[src/rtl/sram_like_arbiter.sv]
// ============================================================================
// Module   : sram_like_arbiter
// Brief    : Two-master (inst/data) to one-slave SRAM-like bus arbiter, one
//            outstanding transaction. Define ARB_ROUND_ROBIN_EN for tie
//            alternation; default build gives the data side fixed priority.
// Revision : 1.0 - initial release
// ============================================================================
`default_nettype none

module sram_like_arbiter (
    input  logic        clk,
    input  logic        resetn,
    input  logic        i_req,
    input  logic [31:0] i_addr,
    output logic        i_addr_ok,
    output logic        i_data_ok,
    output logic [31:0] i_rdata,
    input  logic        d_req,
    input  logic        d_wr,
    input  logic [1:0]  d_size,
    input  logic [31:0] d_addr,
    input  logic [31:0] d_wdata,
    output logic        d_addr_ok,
    output logic        d_data_ok,
    output logic [31:0] d_rdata,
    output logic        m_req,
    output logic        m_wr,
    output logic [1:0]  m_size,
    output logic [31:0] m_addr,
    output logic [31:0] m_wdata,
    input  logic        m_addr_ok,
    input  logic        m_data_ok,
    input  logic [31:0] m_rdata
);

    typedef enum logic [1:0] {
        IDLE = 2'd0,
        ADDR = 2'd1,
        DATA = 2'd2
    } state_t;

    state_t state_q, state_d;
    logic   owner_q, owner_d;

    logic   w_any_req;
    logic   w_winner;
    logic   w_owner;
    logic   w_issue;
    logic   w_addr_hs;
    logic   w_data_hs;

    assign w_any_req = i_req | d_req;

`ifdef ARB_ROUND_ROBIN_EN
    logic last_served_q, last_served_d;

    // On a tie the side that was not served last wins; a lone requester always wins.
    always_comb begin
        w_winner = d_req;
        if (i_req && d_req) begin
            w_winner = ~last_served_q;
        end
    end

    assign last_served_d = w_addr_hs ? w_owner : last_served_q;

    always_ff @(posedge clk or negedge resetn) begin
        if (!resetn) begin
            last_served_q <= 1'b1;
        end else begin
            last_served_q <= last_served_d;
        end
    end
`else
    assign w_winner = d_req;
`endif

    assign w_owner = (state_q == IDLE) ? w_winner : owner_q;

    // resetn gating keeps every handshake quiet while reset is held, even with requests pending.
    assign w_issue   = resetn && (((state_q == IDLE) && w_any_req) || (state_q == ADDR));
    assign w_addr_hs = w_issue && m_addr_ok;
    assign w_data_hs = resetn && m_data_ok && ((state_q == DATA) || w_addr_hs);

    assign m_req   = w_issue;
    assign m_wr    = w_owner & d_wr;
    assign m_size  = w_owner ? d_size  : 2'b10;
    assign m_addr  = w_owner ? d_addr  : i_addr;
    assign m_wdata = w_owner ? d_wdata : 32'd0;

    assign i_addr_ok = w_addr_hs & ~w_owner;
    assign d_addr_ok = w_addr_hs &  w_owner;
    assign i_data_ok = w_data_hs & ~w_owner;
    assign d_data_ok = w_data_hs &  w_owner;
    assign i_rdata   = m_rdata;
    assign d_rdata   = m_rdata;

    always_comb begin
        state_d = state_q;
        owner_d = owner_q;
        case (state_q)
            IDLE: begin
                if (w_any_req) begin
                    owner_d = w_winner;
                    if (!m_addr_ok) begin
                        state_d = ADDR;
                    end else if (!m_data_ok) begin
                        state_d = DATA;
                    end
                end
            end
            ADDR: begin
                if (m_addr_ok) begin
                    state_d = m_data_ok ? IDLE : DATA;
                end
            end
            DATA: begin
                if (m_data_ok) begin
                    state_d = IDLE;
                end
            end
            default: begin
                state_d = IDLE;
            end
        endcase
    end

    always_ff @(posedge clk or negedge resetn) begin
        if (!resetn) begin
            state_q <= IDLE;
            owner_q <= 1'b1;
        end else begin
            state_q <= state_d;
            owner_q <= owner_d;
        end
    end

endmodule

`default_nettype wire

[config.mk]
export PLATFORM = sky130hd
export DESIGN_NAME = sram_like_arbiter
export DESIGN_NICKNAME = d
export VERILOG_FILES = /design/src/rtl/sram_like_arbiter.sv
export SDC_FILE = /design/constraint.sdc
export NUM_CORES = 1
export LEC_CHECK = 0
export CELL_PAD_IN_SITES_DETAIL_PLACEMENT = 1
export CELL_PAD_IN_SITES_GLOBAL_PLACEMENT = 1
export CORE_MARGIN = 4
export CORE_UTILIZATION = 10
export CTS_CLUSTER_SIZE = 14
export DETAILED_ROUTE_END_ITERATION = 10
export HOLD_SLACK_MARGIN = 0.05
export PLACE_DENSITY_LB_ADDON = 0.3
export SETUP_SLACK_MARGIN = 0.3
export SLEW_MARGIN = 30
export SYNTH_ARGS = -nofsm -noshare
export SYNTH_HDL_FRONTEND = slang
export SYNTH_SLANG_ARGS = --single-unit
[constraint.sdc]
create_clock -name clk -period 1.74 [get_ports clk]
set_clock_uncertainty 0.2 [all_clocks]
set_input_delay 0.174 -clock clk [delete_from_list [all_inputs] [get_ports clk]]
set_output_delay 0.174 -clock clk [all_outputs]
set_load 0.01 [all_outputs]
== Yosys cells after proc, flatten, opt, wreduce, memory -nomap -nowiden ==
Index checks and enable logic that the tools add are counted.

* Register bits: 3
* Bits of input ports: 137
* Output and inout bits: 136
* Word-level logic and storage cells: 36

* Eq/ne operators: 6
* Muxes and demuxes: 11
* Bitwise operators: 7
* Reductions and logical operators: 10

{| class="wikitable"
|+ Operator list
! operator !! number
|-
| $mux W32 || 2
|-
| $mux W2 || 7
|-
| $ne A2 B2 Y1 const B || 3
|-
| $pmux W2 S3 || 1
|-
| $and A1 B1 Y1 || 5
|-
| $logic_and A1 B1 Y1 || 5
|-
| $reduce_and A4 Y1 || 1
|-
| $ne A3 B3 Y1 const B || 1
|-
| $eq A2 B1 Y1 const B || 1
|-
| $eq A2 B2 Y1 const B || 1
|-
| $logic_not A2 Y1 || 1
|-
| $logic_or A1 B1 Y1 || 2
|-
| $reduce_and A2 Y1 || 1
|-
| $mux W1 || 1
|-
| $not A1 Y1 || 1
|-
| $or A1 B1 Y1 || 1
|}

== Depth between registers and ports, before layout ==
Gate-level depths: netlist (run 1).

* Word-level depth: 8
* Gate-level depth with buffers: 4
* Depth with buffers taken out: 3

== Worst setup path after synthesis (run 1) ==
Ideal clock, no wire load.

* Kind: reg2out
* Start: reg state_q[1]
* End: out m_addr[10]
* Arrival time: 1470 ps
* Required time: 1366 ps
* Setup slack: -104 ps
* Cell stages (with the launch flop): 5
* Buffers on the path: 1
* Cells stage by stage: dfrtp_1 -> nor2_4 -> mux2i_4 -> buf_6 -> mux2_2

* Word-level cells in the longest chain between the ends: 3

{| class="wikitable"
|+ Ends and longest elaborated chain
! element !! RTL line !! RTL
|-
| start, declared || 42 || <nowiki>state_t state_q, state_d;</nowiki>
|-
| start signal, assigned || 133 || <nowiki>state_q <= state_d;</nowiki>
|-
| $logic_not A2 Y1 || 78 || <nowiki>assign w_owner = (state_q == IDLE) ? w_winner : owner_q;</nowiki>
|-
| $mux W1 || 78 ||
|-
| $mux W32 || 88 || <nowiki>assign m_addr = w_owner ? d_addr : i_addr;</nowiki>
|-
| end, declared || 29 || <nowiki>output logic [31:0] m_addr,</nowiki>
|}

No other way between the ends.

== Worst setup path after layout (run 1) ==
* Start: reg state_q[1]
* End: out d_data_ok

* Word-level cells in the longest chain between the ends: 8
* Elaborated cells on any way between the ends: 11
* Classes of those cells: eq/ne: 2; mux: 1; bitwise: 1; reduce/logical: 7

{| class="wikitable"
|+ Ends and longest elaborated chain
! element !! RTL line !! RTL
|-
| $logic_not A2 Y1 || 78, 81 ||
|-
| $logic_and A1 B1 Y1 || 81 || <nowiki>assign w_issue = resetn && (((state_q == IDLE) && w_any_req) || (state_q == ADDR));</nowiki>
|-
| $logic_or A1 B1 Y1 || 81 ||
|-
| $logic_and A1 B1 Y1 || 81 ||
|-
| $logic_and A1 B1 Y1 || 82 || <nowiki>assign w_addr_hs = w_issue && m_addr_ok;</nowiki>
|-
| $logic_or A1 B1 Y1 || 83 || <nowiki>assign w_data_hs = resetn && m_data_ok && ((state_q == DATA) || w_addr_hs);</nowiki>
|-
| $logic_and A1 B1 Y1 || 83 ||
|-
| $and A1 B1 Y1 * || 94 || <nowiki>assign d_data_ok = w_data_hs & w_owner;</nowiki>
|-
| end, declared || 24 || <nowiki>output logic d_data_ok,</nowiki>
|}

Every way passes the cells marked *; elsewhere a longest branch is shown, timed or not.

==> impl_metrics.toml, run 1 <==
[run_status]
status = "finished with violations"
violations = "setup timing"

[worst_hold_path]
min_path_type = "primary input to asynchronous set/reset pin"

[clock_tree]
clk_pin_slew_worst_paths_ns = 0.03
htree_levels = 1
clockRootBuffer = "clkbuf_16"
cts_buffers = 3
cts_tree = "done"
hold_buffers = 0
clkLatencyLatePin_ns = 0.23
cts.sinks = 3
cts_buffer_depth = 2

[floorplan]
die_h_um = 123
design.core.area_um2 = 12800
io_pins = 273
die_area_um2 = 15100
rows = 41
fp.dieW_um = 123
start_util_pct = 10.3

[placement]
hpwl_um = 5450
port_buffers = 176
gp_congestion = 0.698

[routing]
vias = 1595
first_pass_iters = 2
routed_wl_um = 7380
via_per_inst = 3.33
drtAntennaViolNets = 0
drt_iter0_drc = 19
wl_per_cell_um = 15.4
route.detailed.drc = 0

[power]
ir_drop_v = 0.000275
power_w = 0.00194
leakage_nw = 1.53
powerDensity_nw_per_um2 = 571

[sta]
layout_setup_ws_ns = -0.551
finalCriticalPeriod_ns = 2.29
fmaxAchievable_mhz = 437
slew_headroom_pct = 79.9
hold_viol = 0
tightest_slew_ns = 0.299
slew_viol_final = 0
rsz0062_at_grt = "yes"
setup_viol = 72
timing.final.crit_share_pct = 132

[finish]
drive_above_1_share_pct = 51.8
antenna_cells = 0
fill_cells = 1449
fin_util_pct = 26.6
final_nets = 445
area_growth_pct = 158

[yosys]
ys_ff_latch = 3
netlist-cell-type-count = 19
ys_warn_count = 0
synth-seq-area-share_pct = 5.80
avgSynthCellArea_um2 = 8.28
netlist_area_um2 = 1320
syn_nets = 296
syn_inst = 159

[critical_path]
path_class = "flip-flop to primary output"
r2r_cells = 5
rrSetupSlack_ns = 0.25
reg2reg_from = "state_q[0]$_DFFE_PN0P_"
crit_arrival_ns = 1.92
worstPathRequired_ns = 1.37
crit_fanout = 3
cp-end-kind = "primary output"
start_kind = "flip-flop"
r2r-end = "owner_q$_DFFE_PN1P_"

[grt]
grt_pass1_vias = 1771
gr-total-overflow = 0
grt_usage_pct = 8.54
grt_start_max_net_pins = 32
grt_pass1_wl_um = 9920
antenna_found_initial = 0

[job]
max-cap-violations = 0
-- Yosys cell counts, drive strengths merged --
| library cell | instances | area [µm²] |
|---|---|---|
| clkbuf | 3 | 11.3 |
| inv | 1 | 3.75 |
| and4 | 2 | 17.5 |
| o21ai | 1 | 5.00 |
| mux2 | 33 | 372 |
| nor4 | 1 | 6.26 |
| mux2i | 1 | 22.5 |
| and2 | 35 | 219 |
| dfrtp | 2 | 50.1 |
| or4b | 1 | 10.0 |
| nor4b | 1 | 8.76 |
| nand2 | 2 | 7.51 |
| nor3 | 2 | 10.0 |
| dfstp | 1 | 26.3 |
| buf | 67 | 514 |
| nand2b | 1 | 6.26 |
| nor2 | 5 | 26.3 |
-- area by class of cell --
cell class                      count  area [µm²]  share of cell area (%)
Multi-Input combinational cell     85         888                    26.2
Tap cell                          172         215                    6.34
Sequential cell                     3        76.3                    2.25
Timing Repair Buffer              214        2130                    62.8
Inverter                            1        3.75                   0.111
Clock buffer                        4        78.8                    2.32
-- registers in the layout, summed over array words and instances, names as in the netlist --
name and cells:
owner_q 1, state_q 2
-- stage by stage --
stage / setup TNS, ns / setup WS (ns) / instances / hold WS [ns] / area [µm²]
floorplan: -2.72 / -0.104 / 159 / -0.322 / 1330
global route: -38.87 / -0.626 / 479 / 0.133 / 3400
CTS: -34.15 / -0.598 / 473 / 0.109 / 3260
detailed placement: -42.73 / -0.682 / 450 / 0.148 / 2900
global placement: -41.64 / -0.676 / 450 / 0.148 / 2900
finish: -33.47 / -0.551 / 479 / 0.111 / 3400
-- logic make-up after synthesis --
kind of cell / synth area share [%]
muxes: 29.9
and+or+nand+nor: 23.7
buffers and inverters: 40.2
AOI/OAI and AO/OA: 0.380
DFF: 5.80
-- worst max-delay path by stage --
stage | to | startpoint | slack, ns
CTS | m_addr[26] | state_q[1]$_DFFE_PN0P_ | -0.60
floorplan | m_addr[10] | state_q[1]$_DFFE_PN0P_ | -0.10
finish | d_data_ok | state_q[1]$_DFFE_PN0P_ | -0.55
global route | m_addr[25] | state_q[0]$_DFFE_PN0P_ | -0.63
detailed placement | d_data_ok | d_req | -0.68
global placement | d_data_ok | d_req | -0.68
-- cells in the final DEF, fill, tap and decap left out, drive strengths merged --
master         netlist  layout
and2                35      35
and4                 2       2
buf                 67     104
clkbuf               3       7
clkdlybuf4s15        0       2
clkdlybuf4s50        0     104
dfrtp                2       2
dfstp                1       1
dlygate4sd2          0       1
inv                  1       1
mux2                33      33
mux2i                1       1
nand2                2       2
nand2b               1       1
nor2                 5       5
nor3                 2       2
nor4                 1       1
nor4b                1       1
o21ai                1       1
or4b                 1       1
-- power by group --
part | internal (W) | total [W] | switching (W)
combinational | 0.000973 | 0.00148 | 0.000506
sequential | 0.0000801 | 0.0000895 | 0.00000938
clock | 0.000303 | 0.000369 | 0.0000666
total | 0.00136 | 0.00194 | 0.000582
-- what timing repair did --
item,4_1_cts,5_1_grt
cloned,4,2
endpoints found under the hold margin,0,0
gates resized for setup,339,41
pin swaps,3,3
buffers inserted,15,4
endpoints found under the setup margin,73,74
-- worst max-delay path, cell delays in order (launching register included) --
cell and delay, ns:
dfrtp_1 0.41, buf_4 0.15, buf_6 0.10, buf_6 0.11
buf_6 0.11, nand2_2 0.06, or4b_4 0.49, nor2_2 0.12
buf_2 0.13
-- metal layers --
layer	routed length, µm	vias to the layer above	GRT usage [%]
met4	126	0	2.66
met3	901	19	3.36
met1	2360	723	8.07
met2	3990	102	16.7
met5	0	-	0
li1	-	751	-
(Power assumes the default switching activity.)
==> run 2, diff against run 1 <==
--- a/config.mk
+++ b/config.mk
@@ -5,12 +5,10 @@
 export SDC_FILE = /design/constraint.sdc
 export NUM_CORES = 1
 export LEC_CHECK = 0
-export CELL_PAD_IN_SITES_DETAIL_PLACEMENT = 1
-export CELL_PAD_IN_SITES_GLOBAL_PLACEMENT = 1
-export CORE_MARGIN = 4
-export CORE_UTILIZATION = 10
+export CORE_AREA = 4 4 105 107
 export CTS_CLUSTER_SIZE = 14
 export DETAILED_ROUTE_END_ITERATION = 10
+export DIE_AREA = 0 0 109 111
 export HOLD_SLACK_MARGIN = 0.05
 export PLACE_DENSITY_LB_ADDON = 0.3
 export SETUP_SLACK_MARGIN = 0.3
==> constraint.sdc (replaced) <==
create_clock -name clk -period 1.74 [get_ports clk]
set_clock_uncertainty 0.2 [all_clocks]
set_input_delay 0.348 -clock clk [delete_from_list [all_inputs] [get_ports clk]]
set_output_delay 0.348 -clock clk [all_outputs]
set_load 0.01 [all_outputs]
==> impl_metrics.toml, run 2 (synthesis results as in run 1) <==
[sta]
rsz0062_at_grt = "yes"
fmaxAchievable_mhz = 422
fin_tns_setup_ns = -41.87
slew_headroom_pct = 81.9
setup_viol = 72
tightest_slew_ns = 0.268
layout_setup_ws_ns = -0.630
hold_viol = 0
slew_viol_final = 0
finalCriticalPeriod_ns = 2.37
timing.final.crit_share_pct = 136

[clock_tree]
clkLatencyLatePin_ns = 0.22
cts_tree = "done"
cts_buffer_depth = 2
clk_pin_slew_worst_paths_ns = 0.03
cts_buffers = 3
clockRootBuffer = "clkbuf_8"
cts.sinks = 3
htree_levels = 1

[routing]
via_per_inst = 3.68
routed_wl_um = 6660
wl_per_cell_um = 15.3
drtAntennaViolNets = 0
vias = 1602
route.detailed.drc = 0
first_pass_iters = 2
drt_iter0_drc = 28

[grt]
grt_usage_pct = 8.58
grt_pass1_wl_um = 8070
grt_pass1_vias = 1655
gr-total-overflow = 0
grt_start_max_net_pins = 19
antenna_found_initial = 0

[finish]
fin_util_pct = 33.7
final_area_um2 = 3410
layout_common_cells = "clkdlybuf4s50_1, buf_6, and2_4"
final_nets = 437
final_common_cell = "clkdlybuf4s50_1"
largest_register_ffs = 2
top_register = "state_q"
area_growth_pct = 159
top_regs = "state_q: 2 flops, owner_q: 1 flops"
fill_cells = 1015
antenna_cells = 0
drive_above_1_share_pct = 59.5

[placement]
dpl-instance-area_um2 = 2840
port_buffers = 176
gp_congestion = 0.642
hpwl_um = 4460

[power]
leakage_nw = 1.56
ir_drop_v = 0.000159
powerDensity_nw_per_um2 = 535

[critical_path]
path_class = "flip-flop to primary output"
cp-end-kind = "primary output"
r2r-end = "owner_q$_DFFE_PN1P_"
rrSetupSlack_ns = 0.22
r2r_cells = 6
reg2reg_from = "state_q[0]$_DFFE_PN0P_"
start_kind = "flip-flop"
crit_arrival_ns = 1.82
worstPathRequired_ns = 1.19
crit_fanout = 9

[floorplan]
rows = 37
die_h_um = 111
start_util_pct = 13.0
design.core.area_um2 = 10100
io_pins = 273
fp.dieW_um = 109
die_area_um2 = 12100

[run_status]
violations = "setup timing"
status = "finished with violations"

[job]
max-cap-violations = 0

[worst_hold_path]
min_path_type = "primary input to asynchronous set/reset pin"
run 2: cell types whose count changed in the layout (fill, tap and decap cells not counted), sizes merged:
cell,delta
buf,-18
clkbuf,+11
clkdlybuf4s50,-5
dlymetal6s2s,+2
bufbuf,+1
clkdlybuf4s15,-1
dlygate4sd2,+1
dlygate4sd3,+1
run 2: report_power, final:
group          internal [W]  switching [W]   total, W
Clock              0.000157      0.0000532   0.000210
Combinational       0.00102       0.000507    0.00153
Sequential        0.0000801     0.00000881  0.0000889
run 2: how the worst max path moves through the flow:
stage | end | depth (start not counted) | slack (ns) | startpoint
3_5_place_dp | d_data_ok | 5 | -1.09 | d_req
4_1_cts | m_addr[20] | 6 | -0.78 | state_q[1]$_DFFE_PN0P_
5_1_grt | m_addr[28] | 6 | -0.69 | state_q[0]$_DFFE_PN0P_
6_report | m_addr[8] | 6 | -0.63 | state_q[0]$_DFFE_PN0P_
3_3_place_gp | d_data_ok | 5 | -1.05 | d_req
2_1_floorplan | m_addr[10] | 4 | -0.28 | state_q[1]$_DFFE_PN0P_
run 2: through the flow:
step / hold slack [ns] / power [W] / worst slack (ns) / instances
floorplan: -0.148 / 0.000661 / -0.278 / 159
global placement: 0.299 / 0.00119 / -1.05 / 412
detailed placement: 0.330 / 0.00120 / -1.09 / 412
CTS: 0.119 / 0.00148 / -0.785 / 425
global route: 0.153 / 0.00193 / -0.694 / 435
finish: 0.133 / 0.00183 / -0.630 / 435
run 2: layer usage:
layer	GRT usage [%]	vias to the layer above	wire, µm
met2	17.0	120	3570
li1	-	741	-
met1	7.41	712	2000
met5	0	-	0
met4	3.62	0	178
met3	3.09	29	898
run 2: final cells by class:
cell class / count / area (µm²) / share of cell area [%]
multi-input combinational: 85 / 932 / 27.3
clock buffer: 4 / 45.0 / 1.32
inverter: 1 / 3.75 / 0.110
sequential: 3 / 76.3 / 2.24
tap: 136 / 170 / 4.98
timing repair buffer: 206 / 2190 / 64.1
run 2: critical path: stages (launching register included):
cell and delay [ns]:
dfrtp_1 0.39, nor2_4 0.17, mux2i_4 0.28, buf_6 0.15, buf_12 0.13, mux2_2 0.34
clkbuf_2 0.13
run 2: timing repair:
action | CTS | global route
resized for setup | 193 | 221
setup buffers | 4 | 5
pin swaps | 3 | 22
endpoints found under the hold margin | 2 | 0
hold buffers | 1 | 0
setup endpoints to repair | 73 | 74
cloned | 4 | 5
